<file path="config.mk">
export PLATFORM = sky130hd
export DESIGN_NAME = tag_rr_arbiter_flat
export DESIGN_NICKNAME = d
export VERILOG_FILES = /design/src/rtl/tag_rr_arbiter_pkg.sv /design/src/rtl/tag_rr_arbiter_if.sv /design/src/rtl/tag_rr_arbiter_core.sv /design/src/rtl/tag_rr_arbiter.sv /design/src/flat_wrapper.sv
export SDC_FILE = /design/constraint.sdc
export NUM_CORES = 1
export LEC_CHECK = 0
export BUFFER_PORTS_ARGS = -buffer_cell sky130_fd_sc_hd__buf_4
export CAP_MARGIN = 20
export CORE_MARGIN = 4
export CORE_UTILIZATION = 30
export CTS_CLUSTER_DIAMETER = 30
export DETAILED_ROUTE_END_ITERATION = 10
export PLACE_DENSITY = 0.65
export SLEW_MARGIN = 5
export SYNTH_ARGS = -nofsm -noshare
export SYNTH_HDL_FRONTEND = slang
export SYNTH_SLANG_ARGS = --single-unit
</file>
<file path="constraint.sdc">
create_clock -name clk -period 3.3 [get_ports clk]
set_input_delay 0.165 -clock clk [delete_from_list [all_inputs] [get_ports clk]]
set_output_delay 0.165 -clock clk [all_outputs]
set_load 0.005 [all_outputs]
</file>
<file path="src/rtl/tag_rr_arbiter_pkg.sv">
// Shared definitions for the tagged round-robin arbiter slice.
//   out_state_e : occupancy of the single-entry output register
//   clog2_min1  : ceil(log2(n)), never less than 1, for index widths
package tag_rr_arbiter_pkg;

  typedef enum logic {
    OUT_EMPTY = 1'b0,
    OUT_FULL  = 1'b1
  } out_state_e;

  function automatic int clog2_min1(input int n);
    int r;
    int v;
    r = 0;
    v = 1;
    while (v < n) begin
      v = v << 1;
      r++;
    end
    return (r < 1) ? 1 : r;
  endfunction

endpackage

</file>
<file path="src/rtl/tag_rr_arbiter_if.sv">
// Handshake bundle between NUM_IN untagged producers, the arbiter and the
// tagged fabric channel.
//   in_valid/in_ready/in_data : per-requester handshake, requester i payload
//                               at in_data[i*DATA_WIDTH +: DATA_WIDTH]
//   out_valid/out_ready       : tagged output handshake
//   out_data                  : {tag, payload}, tag in the MSBs
// Modports: slave = arbiter view, master = producer/consumer view.
interface tag_rr_arbiter_if #(
  parameter int NUM_IN     = 4,
  parameter int DATA_WIDTH = 32,
  parameter int TAG_WIDTH  = 4
);

  logic [NUM_IN-1:0]              in_valid;
  logic [NUM_IN-1:0]              in_ready;
  logic [NUM_IN*DATA_WIDTH-1:0]   in_data;
  logic                           out_valid;
  logic                           out_ready;
  logic [TAG_WIDTH+DATA_WIDTH-1:0] out_data;

  modport slave (
    input  in_valid, in_data, out_ready,
    output in_ready, out_valid, out_data
  );

  modport master (
    output in_valid, in_data, out_ready,
    input  in_ready, out_valid, out_data
  );

endinterface

</file>
<file path="src/rtl/tag_rr_arbiter_core.sv">
// Purely combinational round-robin grant search, reusable by tag-demux and
// crossbar blocks.
//   req       : request vector
//   ptr       : index holding highest priority this cycle
//   grant     : one-hot grant (all-zero when nothing requests)
//   grant_idx : binary index of the granted requester
//   grant_any : at least one request present
module rr_arbiter_core
  import tag_rr_arbiter_pkg::*;
#(
  parameter int NUM_IN = 4,
  parameter int IDX_W  = clog2_min1(NUM_IN)
) (
  input  logic [NUM_IN-1:0] req,
  input  logic [IDX_W-1:0]  ptr,
  output logic [NUM_IN-1:0] grant,
  output logic [IDX_W-1:0]  grant_idx,
  output logic              grant_any
);

  // Walk offsets from the far end back toward ptr so the closest requester
  // (smallest offset from ptr, modulo NUM_IN) is the last one written.
  always_comb begin
    int               idx;
    logic [IDX_W-1:0] idx_w;
    grant     = '0;
    grant_idx = '0;
    grant_any = 1'b0;
    for (int i = NUM_IN - 1; i >= 0; i--) begin
      idx = int'(ptr) + i;
      if (idx >= NUM_IN) idx = idx - NUM_IN;
      idx_w = IDX_W'(idx);
      if (req[idx_w]) begin
        grant_any = 1'b1;
        grant_idx = idx_w;
      end
    end
    if (grant_any) grant[grant_idx] = 1'b1;
  end

endmodule

</file>
<file path="src/rtl/tag_rr_arbiter.sv">
// Shares one tagged fabric channel among NUM_IN untagged producers. A
// round-robin search picks one valid requester, its payload is prefixed with
// tag = TAG_BASE + index and loaded into a single-entry output register.
//   clk   : clock
//   rst_n : asynchronous active-low reset
//   bus   : handshake bundle (slave modport), see tag_rr_arbiter_if
module tag_rr_arbiter
  import tag_rr_arbiter_pkg::*;
#(
  parameter int NUM_IN     = 4,
  parameter int DATA_WIDTH = 32,
  parameter int TAG_WIDTH  = 4,
  parameter int TAG_BASE   = 0
) (
  input  logic            clk,
  input  logic            rst_n,
  tag_rr_arbiter_if.slave bus
);

  localparam int IDX_W = clog2_min1(NUM_IN);
  localparam int OUT_W = TAG_WIDTH + DATA_WIDTH;

  if (NUM_IN < 2 || NUM_IN > 16) begin : g_bad_num_in
    $fatal(1, "tag_rr_arbiter: NUM_IN must be within 2..16");
  end
  if (64'(TAG_BASE + NUM_IN - 1) >= (64'd1 << TAG_WIDTH)) begin : g_bad_tag
    $fatal(1, "tag_rr_arbiter: TAG_BASE+NUM_IN-1 does not fit in TAG_WIDTH");
  end

  logic [NUM_IN-1:0]     grant;
  logic [IDX_W-1:0]      grant_idx;
  logic                  grant_any;
  logic [IDX_W-1:0]      rr_ptr;
  logic                  can_load;
  logic                  load;
  logic                  out_valid;
  logic [TAG_WIDTH-1:0]  tag_d;
  logic [DATA_WIDTH-1:0] payload_d;
  logic [OUT_W-1:0]      data_q;
  out_state_e            state_q;
  out_state_e            state_d;

  rr_arbiter_core #(
    .NUM_IN (NUM_IN),
    .IDX_W  (IDX_W)
  ) u_core (
    .req       (bus.in_valid),
    .ptr       (rr_ptr),
    .grant     (grant),
    .grant_idx (grant_idx),
    .grant_any (grant_any)
  );

  assign can_load = (state_q == OUT_EMPTY) || bus.out_ready;
  // rst_n gates the handshake so nothing is offered while reset is held.
  assign load     = rst_n && grant_any && can_load;
  assign bus.in_ready = load ? grant : '0;

  assign tag_d     = TAG_WIDTH'(TAG_BASE + int'(grant_idx));
  assign payload_d = bus.in_data[grant_idx*DATA_WIDTH +: DATA_WIDTH];

  always_ff @(posedge clk or negedge rst_n) begin
    if (!rst_n) state_q <= OUT_EMPTY;
    else        state_q <= state_d;
  end

  always_comb begin
    state_d = state_q;
    if (load)                                     state_d = OUT_FULL;
    else if (state_q == OUT_FULL && bus.out_ready) state_d = OUT_EMPTY;
  end

  always_comb begin
    out_valid = (state_q == OUT_FULL);
  end

  // Data and pointer only move on an accepted transfer; a drain leaves the
  // last word visible on out_data.
  always_ff @(posedge clk or negedge rst_n) begin
    if (!rst_n) begin
      data_q <= '0;
      rr_ptr <= '0;
    end else if (load) begin
      data_q <= {tag_d, payload_d};
      rr_ptr <= (grant_idx == IDX_W'(NUM_IN - 1)) ? '0 : grant_idx + 1'b1;
    end
  end

  assign bus.out_valid = out_valid;
  assign bus.out_data  = data_q;

endmodule

</file>
<file path="src/flat_wrapper.sv">
// flat-port wrapper written by rule: the top's interface ports become plain ports
module tag_rr_arbiter_flat import tag_rr_arbiter_pkg::*;
#(
  parameter int NUM_IN     = 4,
  parameter int DATA_WIDTH = 32,
  parameter int TAG_WIDTH  = 4,
  parameter int TAG_BASE   = 0
)
  (clk, rst_n, bus_in_valid, bus_in_data, bus_out_ready, bus_in_ready, bus_out_valid, bus_out_data);
  tag_rr_arbiter_if #(.NUM_IN(NUM_IN), .DATA_WIDTH(DATA_WIDTH), .TAG_WIDTH(TAG_WIDTH)) bus_i ();
  input  logic clk;
  input  logic rst_n;
  input wire logic [$bits(bus_i.in_valid)-1:0] bus_in_valid;
  input wire logic [$bits(bus_i.in_data)-1:0] bus_in_data;
  input wire logic [$bits(bus_i.out_ready)-1:0] bus_out_ready;
  output wire logic [$bits(bus_i.in_ready)-1:0] bus_in_ready;
  output wire logic [$bits(bus_i.out_valid)-1:0] bus_out_valid;
  output wire logic [$bits(bus_i.out_data)-1:0] bus_out_data;
  assign bus_i.in_valid = bus_in_valid;
  assign bus_i.in_data = bus_in_data;
  assign bus_i.out_ready = bus_out_ready;
  assign bus_in_ready = bus_i.in_ready;
  assign bus_out_valid = bus_i.out_valid;
  assign bus_out_data = bus_i.out_data;
  tag_rr_arbiter #(.NUM_IN(NUM_IN), .DATA_WIDTH(DATA_WIDTH), .TAG_WIDTH(TAG_WIDTH), .TAG_BASE(TAG_BASE)) u_core (.clk(clk), .rst_n(rst_n), .bus(bus_i));
endmodule
</file>
==> results.yml <==
setup_path:
  end_kind: "primary output"
  reg2reg_depth: 6
  arrival_ps: 2110
  critical_path_peak_fanout: 38
  cp.required_ps: 3130
  critPathKind: "flop to primary output"
  r2r-end: "u_core.bus.out_data[9]$_DFFE_PN0P_"
  reg2reg_slack_ps: 1130
  rr_startpoint: "u_core.rr_ptr[1]$_DFFE_PN0P_"
  start_kind: "flop"
final_layout:
  layout_common_cells: "buf_4, mux2i_1, nand2_1"
  multiInputGateArea_mm2: 0.00142
  final_util: 0.498
  nFillCells: 738
  fin_area_mm2: 0.00393
  nets: 523
  antennaDiodeCount: 0
  area_growth_pct: 57.8
  layout_commonest_cell: "buf_4"
  final-seq-area_um2: 926
  drive_gt1_frac: 0.567
clock_network:
  cts_buffer_depth: 2
  cts.clk_slew.worst_paths_ps: 70
  clock-sinks: 37
  cts_setup_buffers: 0
  htree_levels: 2
  ctsResizeCount: 0
  cts_buffers: 5
  cts_tree: "yes"
  holdBufCountCts: 1
  clk_latency_ps: 280
  root_buffer: "clkbuf_8"
place:
  dp_hpwl_mm: 6.07
  pre_cts_ws_ps: 1090
  place_congestion: 0.759
  dpl-instance-area_mm2: 0.00384
  io_buffers: 173
drt:
  postRouteAntennaNets: 0
  via_per_inst: 4.71
  drc: 0
  wl_mm: 7.60
  dr_total_vias: 2307
  drt-pass1-iter-count: 4
  dr.first_iter.drc_count: 45
  routedWlPerCell_um: 15.5
hold_path:
  worstHoldStart: "bus_in_valid[1]"
  hp-class: "input pin to flop"
  holdPathStages: 3
  min_to: "u_core.bus.out_valid$_DFFE_PN0P_"
floorplan:
  rows: 32
  die_y_um: 99.1
  start_util: 0.315
  ios: 176
  core_mm2: 0.00789
  die-area_mm2: 0.00981
  die_w_um: 99.1
logic_synthesis:
  syn_area_mm2: 0.00249
  syn_avg_cell_area_um2: 11.4
  yosysWarnings: 0
  synth-seq-cells: 37
  synthCells: 218
  seq_area_frac_synth: 0.372
  synth.distinct_cells: 24
sta:
  final.setup.tns_ps: 0
  worst_clock_skew_ps: 4.64
  worstMarginPinSlew_ps: 590
  maxSlewViolCount: 0
  fin_crit_sh: 0.689
  rsz0062_at_grt: "false"
  finalHoldViolCount: 0
  period_needed_ps: 2270
  setup_viol: 0
  worst_hold_slack_ps: 138
  timing.fmax_ghz: 0.440
  slew-limit-headroom: 0.605
  layout_setup_ws_ps: 1030
pwr:
  ir_drop_mv: 0.201
  powerDensity_mw_per_mm2: 547
  leakagePower_nw: 1.97
run_status:
  status: "complete, no violations"
job:
  cap_violations: 0
global_route:
  gr-total-overflow: 0
  antenna_found_initial: 0
  track_usage: 0.150
  grt_max_degree: 39
  grt_pass1_vias: 2443
  grt_pass1_wl_mm: 12.0
report_power, final:
| part | switching (mW) | total [mW] | leakage, nW | internal [mW] |
|---|---|---|---|---|
| sequential | 0.103 | 0.721 | 0.454 | 0.618 |
| clock | 0.149 | 0.299 | 0.0395 | 0.150 |
| combinational | 0.502 | 1.13 | 1.48 | 0.625 |
| total | 0.754 | 2.15 | 1.97 | 1.39 |
sequential cells by signal (all words and copies together), names as in the netlist:
register,count
u_core.bus.out_data,34
u_core.rr_ptr,2
u_core.bus.out_valid,1
synthesized netlist by cell type (all sizes together):
cell      n  area, µm²
o21ai     1       5.00
dfrtp    37        926
nand2b    3       18.8
a2bb2oi   1       15.0
buf      20        148
and2      1       6.26
a21oi     3       15.0
o221ai   32        455
conb      1       3.75
nor2      4       15.0
inv       3       11.3
nand2    41        156
a21boi    1       7.51
nand3b    1       7.51
o41ai     1       16.3
nor3      1       10.0
nor3b     1       7.51
ha        1       12.5
mux2i    65        651
stage by stage:
| stage | power (mW) | instances |
|---|---|---|
| floorplan | 1.38 | 219 |
| global placement | 1.86 | 481 |
| detailed placement | 1.88 | 481 |
| CTS | 2.19 | 490 |
| global route | 2.31 | 490 |
| finish | 2.15 | 490 |
metal layers:
| metal | wire (µm) | up-vias | part of all wire | track usage |
|---|---|---|---|---|
| li1 | - | 1150 | - | - |
| met1 | 2940 | 1044 | 0.39 | 0.176 |
| met2 | 3880 | 109 | 0.51 | 0.266 |
| met3 | 731 | 4 | 0.096 | 0.0502 |
| met4 | 48 | 0 | 0.0063 | 0.0315 |
| met5 | 0 | - | 0 | 0 |
critical path: stages (launching register included):
cell,delay [ps]
dfrtp_1,460
nand2_1,120
nand3b_1,130
a2bb2oi_4,160
buf_4,490
ha_1,240
and2_1,120
buf_4,100
cell families after synthesis:
| group | share of synthesized area |
|---|---|
| flops | 0.372 |
| other cells | 0.00151 |
| buf+inv | 0.0639 |
| fa+ha+maj | 0.00503 |
| compound gates | 0.207 |
| simple gates | 0.0890 |
| mux | 0.262 |
worst max path at each step:
stage	startpoint	endpoint	slack, ps	cells after the start
detailed placement	u_core.rr_ptr[1]$_DFFE_PN0P_	u_core.bus.out_data[10]$_DFFE_PN0P_	1090	6
CTS	u_core.rr_ptr[1]$_DFFE_PN0P_	bus_in_ready[3]	970	7
global route	u_core.rr_ptr[1]$_DFFE_PN0P_	bus_in_ready[2]	860	6
global placement	u_core.rr_ptr[1]$_DFFE_PN0P_	u_core.bus.out_data[9]$_DFFE_PN0P_	1160	6
floorplan	u_core.rr_ptr[1]$_DFFE_PN0P_	u_core.bus.out_data[0]$_DFFE_PN0P_	1720	7
finish	u_core.rr_ptr[1]$_DFFE_PN0P_	bus_in_ready[3]	1030	7
cell type report:
type	instances	share of cell area
clock buffer	8	0.0204
timing repair buffer	181	0.347
inverter	3	0.00287
multi-input combinational	159	0.362
tap	102	0.0325
sequential	37	0.236
No activity file was read; power rests on OpenSTA's default activity.
